[config.mk]
export PLATFORM = sky130hd
export DESIGN_NAME = bp_me_lce_id_to_cord_table
export DESIGN_NICKNAME = d
export VERILOG_FILES = /design/src/rtl/bp_me_lce_id_to_cord_table.sv
export SDC_FILE = /design/constraint.sdc
export NUM_CORES = 1
export LEC_CHECK = 0
export BUFFER_PORTS_ARGS = -buffer_cell sky130_fd_sc_hd__buf_2
export CORE_ASPECT_RATIO = 2
export CORE_MARGIN = 8
export CORE_UTILIZATION = 67
export DETAILED_ROUTE_END_ITERATION = 8
export PLACE_DENSITY = 0.93
export SLEW_MARGIN = 20
export SYNTH_ARGS = -nofsm -noshare
export SYNTH_HDL_FRONTEND = slang
export SYNTH_SLANG_ARGS = --single-unit
[constraint.sdc]
create_clock -name clk_i -period 6.7 [get_ports clk_i]
set_input_delay 1.34 -clock clk_i [delete_from_list [all_inputs] [get_ports clk_i]]
set_output_delay 1.34 -clock clk_i [all_outputs]
set_load 0.02 [all_outputs]
[src/rtl/bp_me_lce_id_to_cord_table.sv]
// bp_me_lce_id_to_cord_table: programmable LCE ID -> {cid, y, x} table.
// The table is filled with the core-complex default mapping after reset, then firmware may rewrite it.
module bp_me_lce_id_to_cord_table #(
    parameter int num_entries_p       = 32,
    parameter int lce_id_width_p      = 6,
    parameter int x_cord_width_p      = 4,
    parameter int y_cord_width_p      = 4,
    parameter int cid_width_p         = 2,
    parameter int num_lookup_p        = 2,
    parameter int lce_per_tile_log2_p = 1,
    parameter int sac_x_dim_p         = 1,
    parameter int ic_y_dim_p          = 1,
    parameter int cc_x_dim_p          = 2
) (
    input  logic                                                   clk_i,
    input  logic                                                   reset_i,
    output logic                                                   init_done_o,
    input  logic [num_lookup_p-1:0]                                lookup_v_i,
    input  logic [num_lookup_p*lce_id_width_p-1:0]                 lookup_id_i,
    output logic                                                   lookup_ready_o,
    output logic [num_lookup_p-1:0]                                lookup_v_o,
    output logic [num_lookup_p*(x_cord_width_p+y_cord_width_p)-1:0] lookup_cord_o,
    output logic [num_lookup_p*cid_width_p-1:0]                    lookup_cid_o,
    output logic [num_lookup_p-1:0]                                lookup_err_o,
    input  logic                                                   w_v_i,
    input  logic [lce_id_width_p-1:0]                              w_id_i,
    input  logic [x_cord_width_p-1:0]                              w_x_i,
    input  logic [y_cord_width_p-1:0]                              w_y_i,
    input  logic [cid_width_p-1:0]                                 w_cid_i,
    output logic                                                   w_ready_o
);
    localparam int idx_w_lp  = $clog2(num_entries_p);
    localparam int cord_w_lp = x_cord_width_p + y_cord_width_p;
    localparam int ent_w_lp  = cord_w_lp + cid_width_p;

    typedef enum logic {e_init, e_ready} state_e;

    state_e                state_q, state_d;
    logic [idx_w_lp-1:0]   cnt_q, cnt_d;
    logic                  ready_q;
    logic [ent_w_lp-1:0]   tbl_q [num_entries_p];
    logic                  tbl_we, w_ok;
    logic [idx_w_lp-1:0]   tbl_wa;
    logic [ent_w_lp-1:0]   tbl_wd, def_ent;
    logic [31:0]           def_t;

    logic [lce_id_width_p-1:0] lk_id  [num_lookup_p];
    logic [ent_w_lp-1:0]       lk_ent [num_lookup_p];
    logic [num_lookup_p-1:0]   lk_oor;
    logic [num_lookup_p-1:0]   v_q, err_q;
    logic [cord_w_lp-1:0]      cord_q [num_lookup_p];
    logic [cid_width_p-1:0]    cid_q  [num_lookup_p];

    always_ff @(posedge clk_i or posedge reset_i) begin
        if (reset_i) begin
            state_q <= e_init;
            cnt_q   <= '0;
            ready_q <= 1'b0;
        end else begin
            state_q <= state_d;
            cnt_q   <= cnt_d;
            ready_q <= (state_d == e_ready);
        end
    end

    always_comb begin
        state_d = state_q;
        cnt_d   = cnt_q;
        if (state_q == e_init) begin
            cnt_d = cnt_q + idx_w_lp'(1);
            if (cnt_q == idx_w_lp'(num_entries_p - 1)) state_d = e_ready;
        end
    end

    // Default mapping is evaluated at 32 bits, then each field is truncated.
    always_comb begin
        def_t   = 32'(cnt_q) >> lce_per_tile_log2_p;
        def_ent = {cid_width_p'(32'(cnt_q) % (32'd1 << lce_per_tile_log2_p)),
                   y_cord_width_p'(32'(ic_y_dim_p) + def_t / 32'(cc_x_dim_p)),
                   x_cord_width_p'(32'(sac_x_dim_p) + def_t % 32'(cc_x_dim_p))};
        w_ok    = w_v_i & ready_q & (w_id_i < lce_id_width_p'(num_entries_p));
        tbl_we  = (state_q == e_init) | w_ok;
        tbl_wa  = (state_q == e_init) ? cnt_q : w_id_i[idx_w_lp-1:0];
        tbl_wd  = (state_q == e_init) ? def_ent : {w_cid_i, w_y_i, w_x_i};
    end

    always_ff @(posedge clk_i) begin
        if (tbl_we) tbl_q[tbl_wa] <= tbl_wd;
    end

    genvar c;
    generate
        for (c = 0; c < num_lookup_p; c++) begin : g_ch
            assign lk_id[c]  = lookup_id_i[c*lce_id_width_p +: lce_id_width_p];
            assign lk_oor[c] = lk_id[c] >= lce_id_width_p'(num_entries_p);
            assign lk_ent[c] = lk_oor[c] ? '0 : tbl_q[lk_id[c][idx_w_lp-1:0]];
            assign lookup_cord_o[c*cord_w_lp +: cord_w_lp]    = cord_q[c];
            assign lookup_cid_o[c*cid_width_p +: cid_width_p] = cid_q[c];
        end
    endgenerate

    // Table reads see the pre-edge contents, giving read-before-write on collisions.
    always_ff @(posedge clk_i or posedge reset_i) begin
        if (reset_i) begin
            v_q   <= '0;
            err_q <= '0;
            for (int i = 0; i < num_lookup_p; i++) begin
                cord_q[i] <= '0;
                cid_q[i]  <= '0;
            end
        end else begin
            for (int i = 0; i < num_lookup_p; i++) begin
                v_q[i] <= lookup_v_i[i] & ready_q;
                if (lookup_v_i[i] & ready_q) begin
                    err_q[i]  <= lk_oor[i];
                    cord_q[i] <= lk_ent[i][cord_w_lp-1:0];
                    cid_q[i]  <= lk_ent[i][ent_w_lp-1:cord_w_lp];
                end
            end
        end
    end

    assign init_done_o    = ready_q;
    assign lookup_ready_o = ready_q;
    assign w_ready_o      = ready_q;
    assign lookup_v_o     = v_q;
    assign lookup_err_o   = err_q;
endmodule

==> results by group, run 1 <==
Setup path
  – Slowest library cell on the worst path: buf_4
  – Worst Path Buf+Inv: 2
  – Startpoint types: input port
  – Worst r2r path cells: 5
  – Critical-path maximum fanout: 63
  – Critical Path End Type: flop
  – Worst Path Required: 7.12 ns
  – Worst r2r dst: tbl_q[8][0]
  – Flop2flop setup slack: 3.75 ns
  – Worst setup path endpoint: lookup_cord_o[15]
  – Stages on worst setup path: 6
  – Worst r2r src: init_done_o
  – CP delay by family, top: buffers and inverters
  – Crit path from: lookup_id_i[6]
  – Worst setup path class: in -> reg
  – Critical path arrival: 4.48 ns
  – Slowest stage delay, CP: 0.97 ns
  – Crit path cell chain: buf_6 -> buf_4 -> mux4_2 -> nor2b_1 -> a211oi_1 -> o41ai_2

Clock tree
  – # resized after CTS: 0
  – Clock Path Buffers: 3
  – Clk pin slew, worst setup/hold paths: 0.07 ns
  – Post-CTS Repair Setup Buffers: 0
  – Clk root buf: clkbuf_16
  – CTS buffer count: 29
  – Post-CTS Hold Fix Bufs: 0
  – CTS tree: built
  – Clk sink count: 350
  – Worst skew pair latency: 0.57 ns
  – CTS H-tree lvls: 1

Finish
  – Fin cells: 1416
  – Area Overhead vs Synth: 8.79%
  – Utilization after layout: 73.8%
  – Register Area: 10400 um2
  – N_diodes: 0
  – Footprint of the multi-input gates: 5840 um2
  – Ratio of cells with drive above 1 in the final layout: 25.9%
  – Fill cells: 1333
  – Final #Nets: 1098
  – Post-route cell area: 18000 um2

Drt
  – WL final: 48.3 mm
  – Routed wl met3: 5.68 mm
  – Initial DRT Pass Iterations: 6
  – Met1 WL: 14.4 mm
  – Starting DRT DRC Count: 1953
  – Via density: 7.78
  – Vias: 11000
  – Metal2 WL: 24.1 mm
  – # DRC: 0
  – Antenna Violating Nets Remaining: 0
  – Top routing layer in use: met4
  – Wire per inst: 34.1 um

Power
  – Peak VDD IR: 0.230 mV
  – Total Power: 4.60 mW
  – Power per cell area: 255 nW/um2
  – Pleak: 6.27 nW

Logic synthesis
  – Post-synthesis mux area share: 22.6%
  – Largest family of logic cells by synthesized area: multiplexers
  – FF+latch count, synth: 350
  – Syn nets: 1065
  – Post-synthesis compound-gate area fraction: 7.74%
  – Post-Synth Adder-Cell Area: 0.226%
  – Synth Area in XOR/XNOR: 0.211%
  – Unique masters post-synth: 34
  – Sequential cell area fraction in the yosys report: 62.5%
  – Syn. warnings: 0
  – Synthesized area: 16600 um2
  – Area share of and/or/nand/nor cells after synthesis: 3.99%
  – Cells after Synth: 1029
  – Synth Area per Inst: 16.1 um2

Timing
  – Worst Setup Slack, final: 2.64 ns
  – Endpoints failing setup: 0
  – Worst clock skew: 0.0131 ns
  – Rel. slew slack: 20.5%
  – Minimum clock period: 4.06 ns
  – Crit share post-route: 60.6%
  – FMAX: 246 MHz
  – Slew @ Worst Pin: 1.19 ns
  – Setup TNS: 0 ns
  – RSZ-0062 raised after global routing: no
  – Final hold vios: 0
  – Hold slack: 0.502 ns
  – Fin. max-slew vios: 0

Die
  – Die area: 30300 um2
  – Rows: 81
  – Die H: 238 um
  – Initial Utilization: 67.9%
  – Core ar.: 24400 um2
  – Width of the die: 127 um
  – # IOs: 60

Global route
  – Grt ovf: 0
  – Largest net degree at the start of global routing: 80
  – Vias in the first global route: 11100
  – Initial antenna violation count: 0
  – Total GRT Usage: 31.7%
  – First-pass GRT wire length: 70.1 mm

Placement
  – DP Cell Count: 1361
  – Final GP Congestion: 0.974
  – Dpl cell area: 17000 um2
  – Dpl ws: 2.16 ns
  – IO buf count: 59
  – Dpl hpwl: 29.3 mm

Worst hold path
  – Hold crit path type: reg -> reg

Job
  – Max Cap Viol: 0

Outcome
  – Status: finished clean
## cells in the mapped netlist
| cell | n | area share, % |
|---|---|---|
| a221o_1 | 1 | 0.060 |
| a22o_1 | 11 | 0.58 |
| a21oi_1 | 53 | 1.6 |
| nand4b_1 | 2 | 0.11 |
| nand2b_1 | 8 | 0.30 |
| o21ai_0 | 6 | 0.18 |
| nor2_1 | 36 | 0.82 |
| nand3_1 | 6 | 0.18 |
| or2_2 | 3 | 0.11 |
| buf_4 | 13 | 0.59 |
| o22ai_1 | 11 | 0.42 |
| a311oi_1 | 1 | 0.053 |
| nand2_1 | 58 | 1.3 |
| edfxtp_1 | 320 | 58 |
| clkbuf_1 | 29 | 0.66 |
| o32ai_1 | 2 | 0.11 |
| dfrtp_1 | 30 | 4.5 |
| ha_1 | 3 | 0.23 |
| mux2_2 | 45 | 3.1 |
| a221oi_1 | 19 | 1.0 |
| buf_1 | 7 | 0.16 |
| buf_6 | 11 | 0.75 |
| o41ai_2 | 4 | 0.39 |
| o41ai_1 | 12 | 0.63 |
| xnor2_1 | 4 | 0.21 |
| and2_1 | 8 | 0.30 |
| a211oi_1 | 17 | 0.77 |
| nor2b_1 | 21 | 0.79 |
| a22oi_1 | 43 | 1.9 |
| mux2i_1 | 144 | 8.7 |
| nand4bb_1 | 1 | 0.068 |
| buf_2 | 14 | 0.42 |
| mux4_2 | 80 | 11 |
| inv_1 | 6 | 0.14 |
## worst register-to-register path, delay by kind of cell (launching register included)
| family | cells | cell delay [ns] |
|---|---|---|
| AND/OR/NAND/NOR | 3 | 1.56 |
| buffers and inverters | 1 | 0.39 |
| AO/OA/AOI/OAI | 1 | 0.15 |
| flip-flops | 1 | 0.46 |
## registers in the layout, indices dropped and copies added (netlist names)
register and flops:
lookup_err_o 2, init_done_o 1, cnt_q 5, lookup_cord_o 16, lookup_cid_o 4, lookup_v_o 2
tbl_q 320
## layout make-up
type	count	share of cell area, %
clock buffer	35	4.20
inverter	6	0.125
timing repair buffer	76	2.40
multi-input combinational	599	32.4
tap	332	2.30
clock inverter	18	1.14
sequential	350	57.4
## worst min path at each step
stage                     slack [ns]                 to         startpoint  depth (start not counted)
final                           0.50  lookup_cord_o[15]  lookup_cord_o[15]                          2
after global routing            0.51   lookup_cord_o[6]   lookup_cord_o[6]                          2
after CTS                       0.49   lookup_cord_o[6]   lookup_cord_o[6]                          2
after detailed placement        0.47  lookup_cord_o[15]  lookup_cord_o[15]                          2
after global placement          0.47   lookup_cord_o[6]   lookup_cord_o[6]                          2
after floorplan                 0.51           cnt_q[2]           cnt_q[2]                          1
## placed cells by master (no fill, tap or decap), drive strengths merged, types with 10 or more instances in the layout
cell type,count
a221oi,19
clkbuf,35
a22o,11
nor2,36
buf,76
o41ai,16
a21oi,53
nor2b,21
dfrtp,30
a211oi,17
clkinv,10
mux2,45
mux2i,144
a22oi,43
mux4,80
edfxtp,320
nand2,58
o22ai,11
## report_power, final
group          switching (mW)  internal, mW
Clock                   0.784         0.966
Sequential             0.0223          2.40
Combinational           0.271         0.149
Total                    1.08          3.52
## kinds of logic (layout without fill, tap and decap cells)
logic type                 after synthesis  after routing
AOI/OAI and AO/OA                      180            180
xor gates and xnor gates                 4              4
adders and majority gates                3              3
buffers and inverters                   80            135
DFF                                    350            350
muxes                                  269            269
and+or+nand+nor                        143            143
## metal layers
layer  track usage (%)  vias to the layer above
met4              21.9                        0
li1                  -                     4232
met5                 0                        -
met1              35.1                     5355
met3              7.27                      307
met2              53.3                     1126
Power figures use the tool's default switching activity.
==> inputs of run 2 (changes only) <==
--- a/config.mk
+++ b/config.mk
@@ -8,9 +8,9 @@
 export BUFFER_PORTS_ARGS = -buffer_cell sky130_fd_sc_hd__buf_2
 export CORE_ASPECT_RATIO = 2
 export CORE_MARGIN = 8
-export CORE_UTILIZATION = 67
+export CORE_UTILIZATION = 62
 export DETAILED_ROUTE_END_ITERATION = 8
-export PLACE_DENSITY = 0.93
+export PLACE_DENSITY = 0.88
 export SLEW_MARGIN = 20
 export SYNTH_ARGS = -nofsm -noshare
 export SYNTH_HDL_FRONTEND = slang
==> constraint.sdc (replaced) <==
create_clock -name clk_i -period 4.2 [get_ports clk_i]
set_input_delay 0.84 -clock clk_i [delete_from_list [all_inputs] [get_ports clk_i]]
set_output_delay 0.84 -clock clk_i [all_outputs]
set_load 0.02 [all_outputs]
==> run 2 against run 1 <==
Effect of this change: flip-flop and latch count stayed put; non-clock buffer count up 38; worst setup slack lost 1.5 ns; register-to-register slack got worse by 2.3 ns; clock skew is 0.013 ns higher; sequential share of layout area is 0.93 points lower; worst hold slack worse by 0.14 ns; largest power group unchanged; highest routed layer unchanged.
==> results by group, run 2 (synthesized netlist as in run 1, its figures left out) <==
Global route
  – First-pass GRT wire length: 67.3 mm
  – Total GRT Usage: 27.9%
  – Grt ovf: 0
  – Largest net degree at the start of global routing: 61
  – Initial antenna violation count: 0
  – Vias in the first global route: 10800

Timing
  – Setup TNS: 0 ns
  – Worst clock skew: 0.0266 ns
  – Fin. max-slew vios: 0
  – Worst Setup Slack, final: 1.19 ns
  – Endpoints failing setup: 0
  – RSZ-0062 raised after global routing: no
  – Rel. slew slack: 19.2%
  – Hold slack: 0.365 ns
  – Slew @ Worst Pin: 1.21 ns
  – Final hold vios: 0
  – FMAX: 332 MHz
  – Crit share post-route: 71.6%
  – Minimum clock period: 3.01 ns

Die
  – Initial Utilization: 63.1%
  – Rows: 84
  – Die area: 32500 um2
  – Core ar.: 26300 um2
  – # IOs: 60
  – Die H: 247 um
  – Width of the die: 132 um

Finish
  – Footprint of the multi-input gates: 5790 um2
  – Commonest non-fill, non-tap cell in the layout: edfxtp_1
  – Register Area: 10400 um2
  – Ratio of cells with drive above 1 in the final layout: 26.7%
  – Most frequent cells in the layout: 320 x edfxtp_1, 144 x mux2i_1, 80 x mux4_2
  – Area Overhead vs Synth: 10.6%
  – Fill cells: 1622
  – Max reg flops: 320
  – Fin cells: 1466
  – Final #Nets: 1135
  – Most flop-heavy register: tbl_q

Power
  – Sequential power share: 52.6%
  – Power per cell area: 400 nW/um2
  – Internal power: 5.64 mW
  – Total Power: 7.34 mW
  – Pleak: 6.48 nW
  – Switching pwr: 1.70 mW
  – Combinational Power Share: 9.2%
  – Clk network pwr share: 38.2%
  – Sw Ratio: 23.1%
  – Peak VDD IR: 0.305 mV

Setup path
  – Startpoint types: input port
  – Slowest library cell on the worst path: a221oi_1
  – Worst Path Buf+Inv: 1
  – Critical Path End Type: flop
  – CP delay by family, top: compound AO/OA/AOI/OAI gates
  – Worst Path Required: 4.60 ns
  – Crit path cell chain: buf_6 -> mux4_2 -> mux2_2 -> a221oi_1 -> o41ai_1
  – Slowest stage delay, CP: 0.99 ns
  – Worst setup path class: in -> reg
  – Critical path arrival: 3.41 ns
  – Critical-path maximum fanout: 50

Clock tree
  – CTS tree: built
  – # resized after CTS: 0
  – Clk root buf: clkbuf_16
  – CTS buffer count: 28
  – Clk pin slew, worst setup/hold paths: 0.07 ns
  – Clk sink count: 350
  – CTS H-tree lvls: 1
  – Clock Path Buffers: 3
  – Post-CTS Hold Fix Bufs: 0
  – Post-CTS Repair Setup Buffers: 0
  – Worst skew pair latency: 0.57 ns

Job
  – Max Cap Viol: 0

Drt
  – Starting DRT DRC Count: 1653
  – Initial DRT Pass Iterations: 6
  – Via density: 7.19
  – WL final: 45.3 mm
  – Wire per inst: 30.9 um
  – Vias: 10500
  – # DRC: 0
  – Antenna Violating Nets Remaining: 0

Placement
  – IO buf count: 59
  – Final GP Congestion: 0.941
  – Dpl hpwl: 29.0 mm
  – Dpl ws: 0.884 ns
  – DP Cell Count: 1413

Outcome
  – Status: finished clean

Worst hold path
  – Hold crit path type: in -> async
## run 2: cell types whose count changed in the layout (fill, tap and decap cells not counted), moves of 2 or more
cell,previous run,this run
clkinvlp_4,3,5
buf_4,16,53
nor2_2,21,0
nor2_1,15,36
## run 2: final timing paths
| kind | from | end | slack (ns) | cells after the start |
|---|---|---|---|---|
| max | lookup_id_i[0] | lookup_cord_o[3] | 1.19 | 5 |
| min reg2reg | lookup_cord_o[2] | lookup_cord_o[2] | 0.49 | 2 |
| min | reset_i | lookup_v_o[1] | 0.37 | 3 |
| max reg2reg | init_done_o | tbl_q[29][3] | 1.44 | 5 |
| min in group clk_i | lookup_cord_o[2] | lookup_cord_o[2] | 0.49 | 2 |
| max in group asynchronous | reset_i | cnt_q[3] | 3.46 | 3 |
## run 2: power by group through the flow
stage / sequential (mW) / clock, mW / combinational, mW
after CTS: 3.86 / 2.80 / 0.657
final: 3.86 / 2.80 / 0.674
after global placement: 3.93 / 0 / 0.628
after detailed placement: 3.93 / 0 / 0.649
after floorplan: 3.96 / 0 / 0.407
after global routing: 3.86 / 2.93 / 0.703
## run 2: metal layers
metal	global-route usage, %	vias up	wire, um
li1	-	4302	-
met1	30.7	5257	14300
met2	48.3	798	23300
met3	5.06	183	4330
met4	19.3	0	3330
met5	0	-	0
## run 2: layout make-up
type / instances / area share (%)
Sequential cell: 350 / 56.5
Clock buffer: 35 / 4.19
Antenna cell: 1 / 0.0137
Tap cell: 344 / 2.35
Timing Repair Buffer: 114 / 4.04
Multi-Input combinational cell: 599 / 31.6
Clock inverter: 17 / 1.15
Inverter: 6 / 0.123
## run 2: through the flow
step / utilization [%] / instance area (um2)
finish: 69.8 / 18300
global route: 69.8 / 18300
CTS: 69.7 / 18300
detailed placement: 66.0 / 17300
global placement: 65.9 / 17300
floorplan: - / 16600
## run 2: worst min-delay path, delay by kind of cell
kind | cells | cell delay (ns)
buffers and inverters | 3 | 0.53
==> inputs of run 3 (changes only) <==
==> constraint.sdc (replaced) <==
create_clock -name clk_i -period 3.1 [get_ports clk_i]
set_input_delay 0.62 -clock clk_i [delete_from_list [all_inputs] [get_ports clk_i]]
set_output_delay 0.62 -clock clk_i [all_outputs]
set_load 0.02 [all_outputs]
==> run 3 against run 2 <==
Effect of this change: clock skew decreased by 0.011 ns; register-to-register slack lost 0.91 ns; first-iteration DRC count shrank 5.5%; total power is 33% higher; cell count is 2.1% higher; worst hold slack worse by 0.20 ns; combinational power grew 41%; clock power increased by 28%; via count rose by 2.1%; critical endpoint is now lookup_cid_o[1]; largest cell class unchanged.
==> results by group, run 3 (synthesized netlist as in run 1, its figures left out) <==
Outcome
  – Status: finished clean

Clock tree
  – Post-CTS Hold Fix Bufs: 0
  – Worst skew pair latency: 0.56 ns
  – Post-CTS Repair Setup Buffers: 0
  – Clk sink count: 350
  – CTS tree: built
  – CTS H-tree lvls: 1
  – Clk pin slew, worst setup/hold paths: 0.07 ns
  – CTS buffer count: 28
  – # resized after CTS: 0
  – Clk root buf: clkbuf_16
  – Clock Path Buffers: 3

Finish
  – Commonest non-fill, non-tap cell in the layout: edfxtp_1
  – Area Overhead vs Synth: 11.8%
  – Max reg flops: 320
  – Most frequent cells in the layout: 320 x edfxtp_1, 144 x mux2i_1, 80 x mux4_2, 80 x buf_4
  – Ratio of cells with drive above 1 in the final layout: 28.3%
  – Fin cells: 1497
  – N_diodes: 0
  – Final #Nets: 1167
  – Post-route cell area: 18500 um2
  – Most flop-heavy register: tbl_q

Setup path
  – Worst r2r path cells: 6
  – Worst r2r src: init_done_o
  – Worst r2r dst: tbl_q[18][9]
  – Critical path arrival: 3.16 ns
  – Critical-path maximum fanout: 20
  – Critical Path End Type: flop
  – Startpoint types: input port
  – Worst setup path class: in -> reg
  – Worst Path Required: 3.50 ns
  – Flop2flop setup slack: 0.53 ns

Power
  – Pleak: 6.64 nW
  – Switching pwr: 2.28 mW
  – Internal power: 7.50 mW
  – Sw Ratio: 23.3%
  – Peak VDD IR: 0.386 mV
  – Total Power: 9.78 mW
  – Combinational Power Share: 9.7%
  – Sequential power share: 53.5%
  – Power per cell area: 527 nW/um2
  – Clk network pwr share: 36.7%

Timing
  – Fin. max-slew vios: 0
  – Worst Setup Slack, final: 0.342 ns
  – Minimum clock period: 2.76 ns
  – Final hold vios: 0
  – RSZ-0062 raised after global routing: no
  – Endpoints failing setup: 0
  – Worst clock skew: 0.0157 ns
  – Rel. slew slack: 25.4%
  – FMAX: 363 MHz
  – Crit share post-route: 89.0%
  – Slew @ Worst Pin: 1.12 ns
  – Setup TNS: 0 ns

Placement
  – Dpl cell area: 17600 um2
  – DP Cell Count: 1444
  – Dpl hpwl: 30.7 mm
  – IO buf count: 59
  – Final GP Congestion: 0.973
  – Dpl ws: 0.0468 ns

Global route
  – Largest net degree at the start of global routing: 81
  – Vias in the first global route: 11100
  – Grt ovf: 0
  – Initial antenna violation count: 1
  – First-pass GRT wire length: 69.7 mm
  – Total GRT Usage: 28.8%

Die
  – Die H: 247 um
  – Initial Utilization: 63.1%
  – # IOs: 60
  – Rows: 84
  – Core ar.: 26300 um2
  – Width of the die: 132 um
  – Die area: 32500 um2

Drt
  – WL final: 46.8 mm
  – # DRC: 0
  – Via density: 7.19
  – Vias: 10800
  – Antenna Violating Nets Remaining: 0
  – Starting DRT DRC Count: 1562
  – Wire per inst: 31.3 um
  – Initial DRT Pass Iterations: 6

Job
  – Max Cap Viol: 0

Worst hold path
  – Hold crit path type: in -> async
==> run 3: worst max-delay path, cell delays in order <==
cell and delay [ns]:
buf_2 0.45, nand2b_1 0.44, buf_4 0.29, o22ai_1 0.18, a21oi_1 0.08, a221oi_1 0.92, o41ai_1 0.17
==> run 3: metrics by stage <==
stage	util [%]	hold WS, ns
2_1_floorplan	-	0.506
3_3_place_gp	67.1	0.456
3_5_place_dp	67.1	0.476
4_1_cts	70.5	0.164
5_1_grt	70.5	0.185
6_report	70.5	0.164
==> run 3: cell type report <==
class,instances,area (um2)
clock buffer,37,776
clock inverter,15,131
fill,1605,7740
inverter,6,22.5
multi-input combinational,599,5780
sequential,350,10400
tap,344,430
timing repair buffer,146,1030
==> run 3: power groups by stage <==
stage          clock network [mW]  registers, mW  logic [mW]
2_1_floorplan                   0           5.36       0.551
3_3_place_gp                    0           5.33       0.893
3_5_place_dp                    0           5.33       0.920
4_1_cts                      3.59           5.23       0.932
5_1_grt                      3.77           5.23       0.995
6_report                     3.59           5.23       0.953
==> run 3: how the worst max path moves through the flow <==
stage          cells past startpoint  slack, ns      startpoint          endpoint
6_report                           7       0.34  lookup_id_i[1]   lookup_cid_o[1]
3_5_place_dp                       6       0.05  lookup_id_i[1]  lookup_cord_o[0]
3_3_place_gp                       6      -0.03  lookup_id_i[1]  lookup_cord_o[0]
5_1_grt                            7       0.32  lookup_id_i[1]  lookup_cord_o[2]
2_1_floorplan                      3       0.37     init_done_o       tbl_q[0][4]
4_1_cts                            2       0.54     init_done_o         w_ready_o
==> run 3: per-layer routing <==
| metal | share of wire [%] | track usage (%) | vias to the layer above | routed length, um |
|---|---|---|---|---|
| met3 | 9.2 | 4.88 | 208 | 4300 |
| met5 | 0.028 | 0.308 | - | 13 |
| met4 | 7.4 | 20.3 | 2 | 3460 |
| met2 | 51 | 49.5 | 799 | 23900 |
| li1 | - | - | 4370 | - |
| met1 | 32 | 32.2 | 5387 | 15100 |
